`config.mk`:
```
export PLATFORM = sky130hd
export DESIGN_NAME = sprite_anim_ctrl
export DESIGN_NICKNAME = d
export VERILOG_FILES = /design/src/rtl/sprite_pkg.sv /design/src/rtl/sprite_frame_timer.sv /design/src/rtl/sprite_anim_ctrl.sv
export SDC_FILE = /design/constraint.sdc
export NUM_CORES = 1
export LEC_CHECK = 0
export CORE_UTILIZATION = 48
export CTS_CLUSTER_DIAMETER = 80
export DETAILED_ROUTE_END_ITERATION = 8
export GPL_ROUTABILITY_DRIVEN = 0
export PLACE_DENSITY = 0.87
export SLEW_MARGIN = 5
export SYNTH_ARGS = -nofsm -noshare
export SYNTH_HDL_FRONTEND = slang
export SYNTH_SLANG_ARGS = --single-unit
```
`constraint.sdc`:
```
create_clock -name clk -period 4.81 [get_ports clk]
set_clock_uncertainty 0.2 [all_clocks]
set_input_delay 0.481 -clock clk [delete_from_list [all_inputs] [get_ports clk]]
set_output_delay 0.481 -clock clk [all_outputs]
set_load 0.005 [all_outputs]
```
`src/rtl/sprite_pkg.sv`:
```
// Shared constants, state encoding and window helper for the sprite animation controller.
package sprite_pkg;

  localparam int          SPRITE_DIM  = 64;
  localparam logic [11:0] TRANSPARENT = 12'hFFF;

  typedef enum logic [1:0] {
    IDLE = 2'd0,
    PLAY = 2'd1,
    HOLD = 2'd2,
    DONE = 2'd3
  } anim_state_t;

  // A signed 11-bit offset lies inside the sprite when it is 0..SPRITE_DIM-1.
  function automatic logic in_span(input logic [10:0] d);
    return (d[10] == 1'b0) && (d < 11'(SPRITE_DIM));
  endfunction

endpackage

```
`src/rtl/sprite_frame_timer.sv`:
```
// Divides frame_tick pulses: step fires on the enabled tick that completes a frame period.
import sprite_pkg::*;

module sprite_frame_timer #(
  parameter int TICKS_PER_FRAME = 6
) (
  input  logic clk,
  input  logic reset,
  input  logic clear,
  input  logic enable,
  output logic step
);

  localparam logic [7:0] LAST_TICK = 8'(TICKS_PER_FRAME - 1);

  logic [7:0] tick_cnt;

  assign step = enable && (tick_cnt == LAST_TICK);

  always_ff @(posedge clk or posedge reset) begin
    if (reset) begin
      tick_cnt <= 8'd0;
    end else if (clear) begin
      tick_cnt <= 8'd0;
    end else if (enable) begin
      tick_cnt <= step ? 8'd0 : tick_cnt + 8'd1;
    end
  end

endmodule

```
`src/rtl/sprite_anim_ctrl.sv`:
```
// Sprite animation sequencer and two-stage pixel front-end for the 64x64 frame ROMs.
// Optional horizontal mirroring is compiled in with `define SPRITE_MIRROR_EN.
import sprite_pkg::*;

module sprite_anim_ctrl #(
  parameter int NUM_FRAMES      = 11,
  parameter int TICKS_PER_FRAME = 6
) (
  input  logic        clk,
  input  logic        reset,
  input  logic        frame_tick,
  input  logic        start,
  input  logic        stop,
  input  logic        pause,
  input  logic        loop,
  input  logic        flip_h,
  input  logic        video_on,
  input  logic [9:0]  pixel_x,
  input  logic [9:0]  pixel_y,
  input  logic [9:0]  sprite_x,
  input  logic [9:0]  sprite_y,
  output logic [5:0]  rom_row,
  output logic [5:0]  rom_col,
  input  logic [11:0] rom_color,
  output logic [3:0]  frame_sel,
  output logic [11:0] pixel_out,
  output logic        pixel_valid,
  output logic        busy,
  output logic        done
);

  localparam logic [3:0] LAST_FRAME = 4'(NUM_FRAMES - 1);

  anim_state_t state, state_next;
  logic [3:0]  frame_next;
  logic        done_next;
  logic        timer_clear;
  logic        timer_en;
  logic        step;

  // The divider only counts real ticks while playing; start/stop pre-empt the tick.
  assign timer_clear = stop | start;
  assign timer_en    = (state == PLAY) && !pause && !stop && !start && frame_tick;

  sprite_frame_timer #(
    .TICKS_PER_FRAME(TICKS_PER_FRAME)
  ) u_timer (
    .clk   (clk),
    .reset (reset),
    .clear (timer_clear),
    .enable(timer_en),
    .step  (step)
  );

  always_ff @(posedge clk or posedge reset) begin
    if (reset) begin
      state     <= IDLE;
      frame_sel <= 4'd0;
      done      <= 1'b0;
    end else begin
      state     <= state_next;
      frame_sel <= frame_next;
      done      <= done_next;
    end
  end

  always_comb begin
    state_next = state;
    frame_next = frame_sel;
    done_next  = 1'b0;
    if (stop) begin
      state_next = IDLE;
      frame_next = 4'd0;
    end else if (start) begin
      state_next = PLAY;
      frame_next = 4'd0;
    end else begin
      case (state)
        PLAY: begin
          if (pause) begin
            state_next = HOLD;
          end else if (step) begin
            if (frame_sel != LAST_FRAME) begin
              frame_next = frame_sel + 4'd1;
            end else if (loop) begin
              frame_next = 4'd0;
            end else begin
              state_next = DONE;
              done_next  = 1'b1;
            end
          end
        end
        HOLD: begin
          if (!pause) state_next = PLAY;
        end
        default: ;
      endcase
    end
  end

  assign busy = (state == PLAY) || (state == HOLD);

  logic [10:0] dx, dy;
  logic        in_win;
  logic        in_win_d, video_on_d;

  assign dx      = {1'b0, pixel_x} - {1'b0, sprite_x};
  assign dy      = {1'b0, pixel_y} - {1'b0, sprite_y};
  assign in_win  = in_span(dx) && in_span(dy);
  assign rom_row = dy[5:0];

`ifdef SPRITE_MIRROR_EN
  // 63 - col is the bitwise complement of a 6-bit column.
  assign rom_col = flip_h ? ~dx[5:0] : dx[5:0];
`else
  logic unused_flip_h;
  assign unused_flip_h = flip_h;
  assign rom_col       = dx[5:0];
`endif

  // Window/visibility are delayed one stage to line up with the ROM read.
  always_ff @(posedge clk or posedge reset) begin
    if (reset) begin
      in_win_d    <= 1'b0;
      video_on_d  <= 1'b0;
      pixel_out   <= TRANSPARENT;
      pixel_valid <= 1'b0;
    end else begin
      in_win_d   <= in_win;
      video_on_d <= video_on;
      if (in_win_d && video_on_d && (rom_color != TRANSPARENT)) begin
        pixel_out   <= rom_color;
        pixel_valid <= 1'b1;
      end else begin
        pixel_out   <= TRANSPARENT;
        pixel_valid <= 1'b0;
      end
    end
  end

endmodule

```
[Word-level counts from Yosys, hierarchy flattened]
Index checks and enable logic that the tools add are counted.
Storage, ports and cells
  memory bits (writable): 0
  memories: 0
  output and inout port bits: 31
  bits in registers: 30
  bits in latches: 0
  input bits: 61
  ROM bits: 0
Operators by class
  eq/ne operators: 10
  div/mod/pow operators: 0
  $lt $le $gt $ge: 2
  bitwise logic cells: 3
  muxes and demuxes: 27
  add/subtract/negate cells: 4
  multiply operators: 0
  shift-type cells: 0
  reduce and logical (&&, ||, !) cells: 21
Operators with widths (count)
  2-to-1 mux 4 bit: 7
  2-to-1 mux 8 bit: 3
  < comparator 11 x 7 -> 1 bit (second input constant): 2
  subtractor 10 x 10 -> 11 bit: 2
  2-to-1 mux 2 bit: 7
  2-to-1 mux 12 bit: 1
  inequality test 12 bit (second input constant): 1
  logical AND 1 bit: 10
  inequality test 5 bit (second input constant): 2
  adder 8 x 1 -> 8 bit (second input constant): 1
  == test 8 x 3 -> 1 bit (second input constant): 1
  2-to-1 mux 1 bit: 8
  inequality test 4 bit (second input constant): 2
  nonzero test 4 bit: 2
  nonzero test 3 bit: 2
  inequality test 5 x 4 -> 1 bit (second input constant): 1
  AND reduction 5 bit: 1
  adder 4 x 1 -> 4 bit (second input constant): 1
  case mux 2 bit (2 select lines): 1
  AND reduction 4 bit: 1
  logical NOT 1 bit: 3
  inequality test 3 bit (second input constant): 1
  == test 2 x 1 -> 1 bit (second input constant): 1
  == test 2 bit (second input constant): 1
  other kinds (4): 5

[Logic depth before layout (Yosys ltp)]
  word-level depth: 11
  gate-level depth with buffers: 11

[Hierarchy]
Synthesis repeated with hierarchy kept, for this count alone.
Unflattened totals
  cells, all modules: 280
  area total of the unflattened synthesis: 2436.1 sq um
Modules (own cells, without submodules)
  sprite_anim_ctrl: times used 1, area an instance 1964.4 sq um, sequential area each 565.5 sq um, cells each 232
  sprite_frame_timer: times used 1, area an instance 471.7 sq um, sequential area each 200.2 sq um, cells each 48

[Worst setup path before layout]
No wires, ideal clock.
  path kind: input port to flip-flop
  start: in sprite_x[1]
  end: reg in_win_d
  path buffers: 0
  arrival time: 2.333 ns
  data required time: 4.514 ns
  stages on the path: 9
  setup slack: 2.181 ns
  path through: inv_1 > ha_1 > nor2b_1 > o21a_1 > a311o_1 > mux2_4 > nor4_2 > nand4_1 > nor4_2
Between the ends
  word-level cells in the longest chain between the ends: 4
  elaborated cells between the ends (all ways): 5
  those cells by class: add/sub: 1; order compare: 1; bitwise: 1; reduce/logical: 2
Ends and longest elaborated chain
  start, declared: line sprite_anim_ctrl.sv:20  | input logic [9:0] sprite_x,
  subtractor 10 x 10 -> 11 bit (*): line sprite_anim_ctrl.sv:107  | assign dx = {1'b0, pixel_x} - {1'b0, sprite_x};
  < comparator 11 x 7 -> 1 bit or NOT 1 bit (tied branches): line sprite_pkg.sv:16  | return (d[10] == 1'b0) && (d < 11'(SPRITE_DIM));
  logical AND 1 bit (*): line sprite_pkg.sv:16
  logical AND 1 bit (*): line sprite_anim_ctrl.sv:109  | assign in_win = in_span(dx) && in_span(dy);
  net in_win: line sprite_anim_ctrl.sv:104  | logic in_win;
  end signal, assigned: line sprite_anim_ctrl.sv:129  | in_win_d <= in_win;
  end, declared: line sprite_anim_ctrl.sv:105  | logic in_win_d, video_on_d;
The timed path passes the listed nets; every way through them passes the cells marked *.
A chain may end at the register's enable or synchronous reset.

[Worst setup path after layout]
  start: in sprite_y[1]
  end: out rom_row[5]
Between the ends
  word-level cells in the longest chain between the ends: 1
Ends and longest elaborated chain
  start, declared: line sprite_anim_ctrl.sv:21  | input logic [9:0] sprite_y,
  subtractor 10 x 10 -> 11 bit: line sprite_anim_ctrl.sv:108  | assign dy = {1'b0, pixel_y} - {1'b0, sprite_y};
  end, declared: line sprite_anim_ctrl.sv:22  | output logic [5:0] rom_row,
Every way passes these cells.

==> metrics.md <==
| Metric | Value |
|---|---|
| VDD IR max | `0.117 mV` |
| Final setup fails | `0` |
| Core ar. | `4750 sq um` |
| Largest driver fanout on the critical path | `2` |
| Top-count cell post-synth | `inv_1` |
| Mapped Cells | `272` |
| Worst reg2reg startpoint | `u_timer.tick_cnt[1]` |
| Initial antenna violation count | `0` |
| Total grt overflow | `0` |
| Area Growth Syn to Fin | `46.2%` |
| Final period utilization | `0.724` |
| DR vias | `2255` |
| HP Start | `frame_sel[3]` |
| Synth area leaders | `dfrtp_1, ha_1, dfstp_2` |
| Yosys warnings | `0` |
| CTS Buf Count | `5` |
| Post-DRT Antenna Nets | `0` |
| Worst-skew pair later-pin latency | `0.28 ns` |
| RSZ-0062 raised after global routing | `no` |
| Layout cells sized above 1 | `0.111` |
| CTS max path bufs | `2` |
| Starting Density | `0.499` |
| Final #Nets | `456` |
| Number of I/O port buffers | `90` |
| Post-synth ARST share | `1.00` |
| Fin Hold WS | `0.317 ns` |
| Syn Area/Cell | `8.73 sq um` |
| Initial DRC count | `113` |
| Status | `complete, no violations` |
| Via count of the first global-routing pass | `1962` |
| Crit. Startpoint | `sprite_y[1]` |
| # resized after CTS | `0` |
| Antenna Cells | `0` |
| Netlist cell types | `43` |
| DIE AREA | `5230 sq um` |
| Worst path cell trace | `clkdlybuf4s50_1, inv_1, ha_1, nor2b_1, o21a_1, o21ai_0, nand2b_1, a21oi_1, xnor2_1, clkdlybuf4s50_1` |
| H-tree levels | `2` |
| Setup TNS | `0 ns` |
| Routed vias/inst | `5.18` |
| Post-Syn Area | `2370 sq um` |
| Critical path arrival | `2.80 ns` |
| Die X-Extent | `72.3 um` |
| Per-cell routed wire length | `11.9 um` |
| Largest net degree at the start of global routing | `31` |
| Setup Crit Path Kind | `in -> out` |
| Filler cells | `381` |
| Final Max Slew Viols | `0` |
| EDFF count, synth | `0` |
| Hold Buf Count CTS | `0` |
| Post-DP HPWL | `4.34 mm` |
| First-pass GRT wire length | `8.29 mm` |
| Final Hold Viols | `0` |
| Worst slew pin tran | `1.07 ns` |
| Lkg Pwr | `1.53 nW` |
| DR pass1 iterations | `4` |
| CP required | `4.13 ns` |
| Max_slew headroom | `0.278` |
| Slowest library cell on the worst path | `clkdlybuf4s50_1` |
| Synthesized flop and latch total | `30` |
| Tmin final | `3.48 ns` |
| Pwr Density | `220 nW/um^2` |
| Maxcap violations | `0` |
| Die Y | `72.3 um` |
| DRC violation count after routing | `0` |
| Crit path top cell by count | `clkdlybuf4s50_1` |
| Main synth FF type | `dfrtp_1` |
| Leading area contributor after synthesis | `dfrtp_1` |
| IO Pins | `92` |
| Seq/Total Area, Yosys | `0.322` |
| CP max stage delay | `0.52 ns` |
| Post-Syn Nets | `361` |
| Hold Path Class | `reg -> reg` |
| Highest clock rate | `0.287 GHz` |
| Worst setup EP type | `output pin` |
| Core Rows | `25` |
| Clock sinks | `30` |
| GRT Total Usage | `0.200` |
| Worst-path clk slew | `0.06 ns` |
| Root Buffer Master | `clkbuf_8` |
| Setup crit start kind | `input port` |
| Post-synth top area share | `0.190` |
| TritonCTS clock tree | `yes` |
| Post-CTS Setup Bufs | `0` |
| Most instantiated cells after synthesis | `inv_1, ha_1, nor2_1, o21ai_0, dfrtp_1` |
| Drt total wl | `5.19 mm` |
[logic make-up (layout without fill, tap and decap cells)]
group / Yosys count / count (layout) / share of synthesized area
and+or+nand+nor: 87 / 87 / 0.206
xor gates and xnor gates: 16 / 16 / 0.0590
adders and majority gates: 28 / 28 / 0.154
muxes: 4 / 4 / 0.0190
DFF: 30 / 30 / 0.322
AOI/OAI and AO/OA: 67 / 67 / 0.176
buffers and inverters: 40 / 136 / 0.0637
[per-stage QoR]
step | std cells | instance area, sq um | setup WS [ns] | power [W] | util
after CTS | 435 | 3470 | 1.33 | 0.000769 | 0.730
after global placement | 427 | 3350 | 1.45 | 0.000502 | 0.706
after global routing | 435 | 3470 | 1.20 | 0.000802 | 0.730
after detailed placement | 427 | 3350 | 1.33 | 0.000508 | 0.706
after floorplan | 272 | 2370 | 2.18 | 0.000392 | -
final | 435 | 3470 | 1.33 | 0.000762 | 0.730
[power breakdown]
| part | switching (W) | internal (W) | total, W |
|---|---|---|---|
| combinational | 0.000105 | 0.000141 | 0.000246 |
| sequential | 0.00000314 | 0.000256 | 0.000259 |
| clock | 0.0000888 | 0.000169 | 0.000257 |
| total | 0.000197 | 0.000565 | 0.000762 |
[placed cells by master (no fill, tap or decap), drive strengths merged, types with 7 or more instances in the layout]
cell type / netlist / layout
nor2: 20 / 20
inv: 37 / 37
dfstp: 12 / 12
or2: 15 / 15
xnor2: 7 / 7
dfrtp: 18 / 18
clkbuf: 2 / 7
xor2: 9 / 9
ha: 26 / 26
nand2: 12 / 12
nand3: 7 / 7
nand2b: 7 / 7
o21ai: 20 / 20
clkdlybuf4s50: 0 / 90
a21oi: 18 / 18
[flip-flops by register name (all words and copies together) (netlist names)]
| signal | flops |
|---|---|
| pixel_out | 12 |
| frame_sel | 4 |
| video_on_d | 1 |
| pixel_valid | 1 |
| in_win_d | 1 |
| u_timer.tick_cnt | 8 |
| state | 2 |
| done | 1 |
[worst max-delay path, delay by kind of cell]
family	cells	cell delay, ns
buffers and inverters	3	1.05
AO/OA/AOI/OAI	3	0.60
AND/OR/NAND/NOR	2	0.24
XOR/XNOR	1	0.13
adder cells (fa/ha/maj)	1	0.30
[path summary, 6_finish.rpt]
| path | end | slack [ns] | depth (start not counted) |
|---|---|---|---|
| min reg2reg | frame_sel[3] | 0.32 | 1 |
| max | rom_row[5] | 1.33 | 10 |
| min | frame_sel[3] | 0.32 | 1 |
| max in group asynchronous | pixel_out[0] | 3.74 | 3 |
| min in group asynchronous | u_timer.tick_cnt[1] | 0.36 | 3 |
| max reg2reg | state[1] | 2.46 | 8 |
[cell type report]
| type | instances | area, sq um | area share |
|---|---|---|---|
| multi-input cells | 202 | 1460 | 0.420 |
| clock buffers | 7 | 86.3 | 0.0249 |
| clock inverters | 1 | 30.0 | 0.00865 |
| repair buffers | 91 | 908 | 0.262 |
| flip-flops and latches | 30 | 766 | 0.221 |
| inverters | 37 | 139 | 0.0400 |
| well taps | 67 | 83.8 | 0.0242 |
[layer usage]
layer	GRT usage	vias up	wire length, um
met5	0	-	0
met4	0.0719	0	63
met3	0.0403	7	349
met2	0.343	92	2590
met1	0.248	1016	2180
li1	-	1140	-
(Power assumes the default switching activity.)
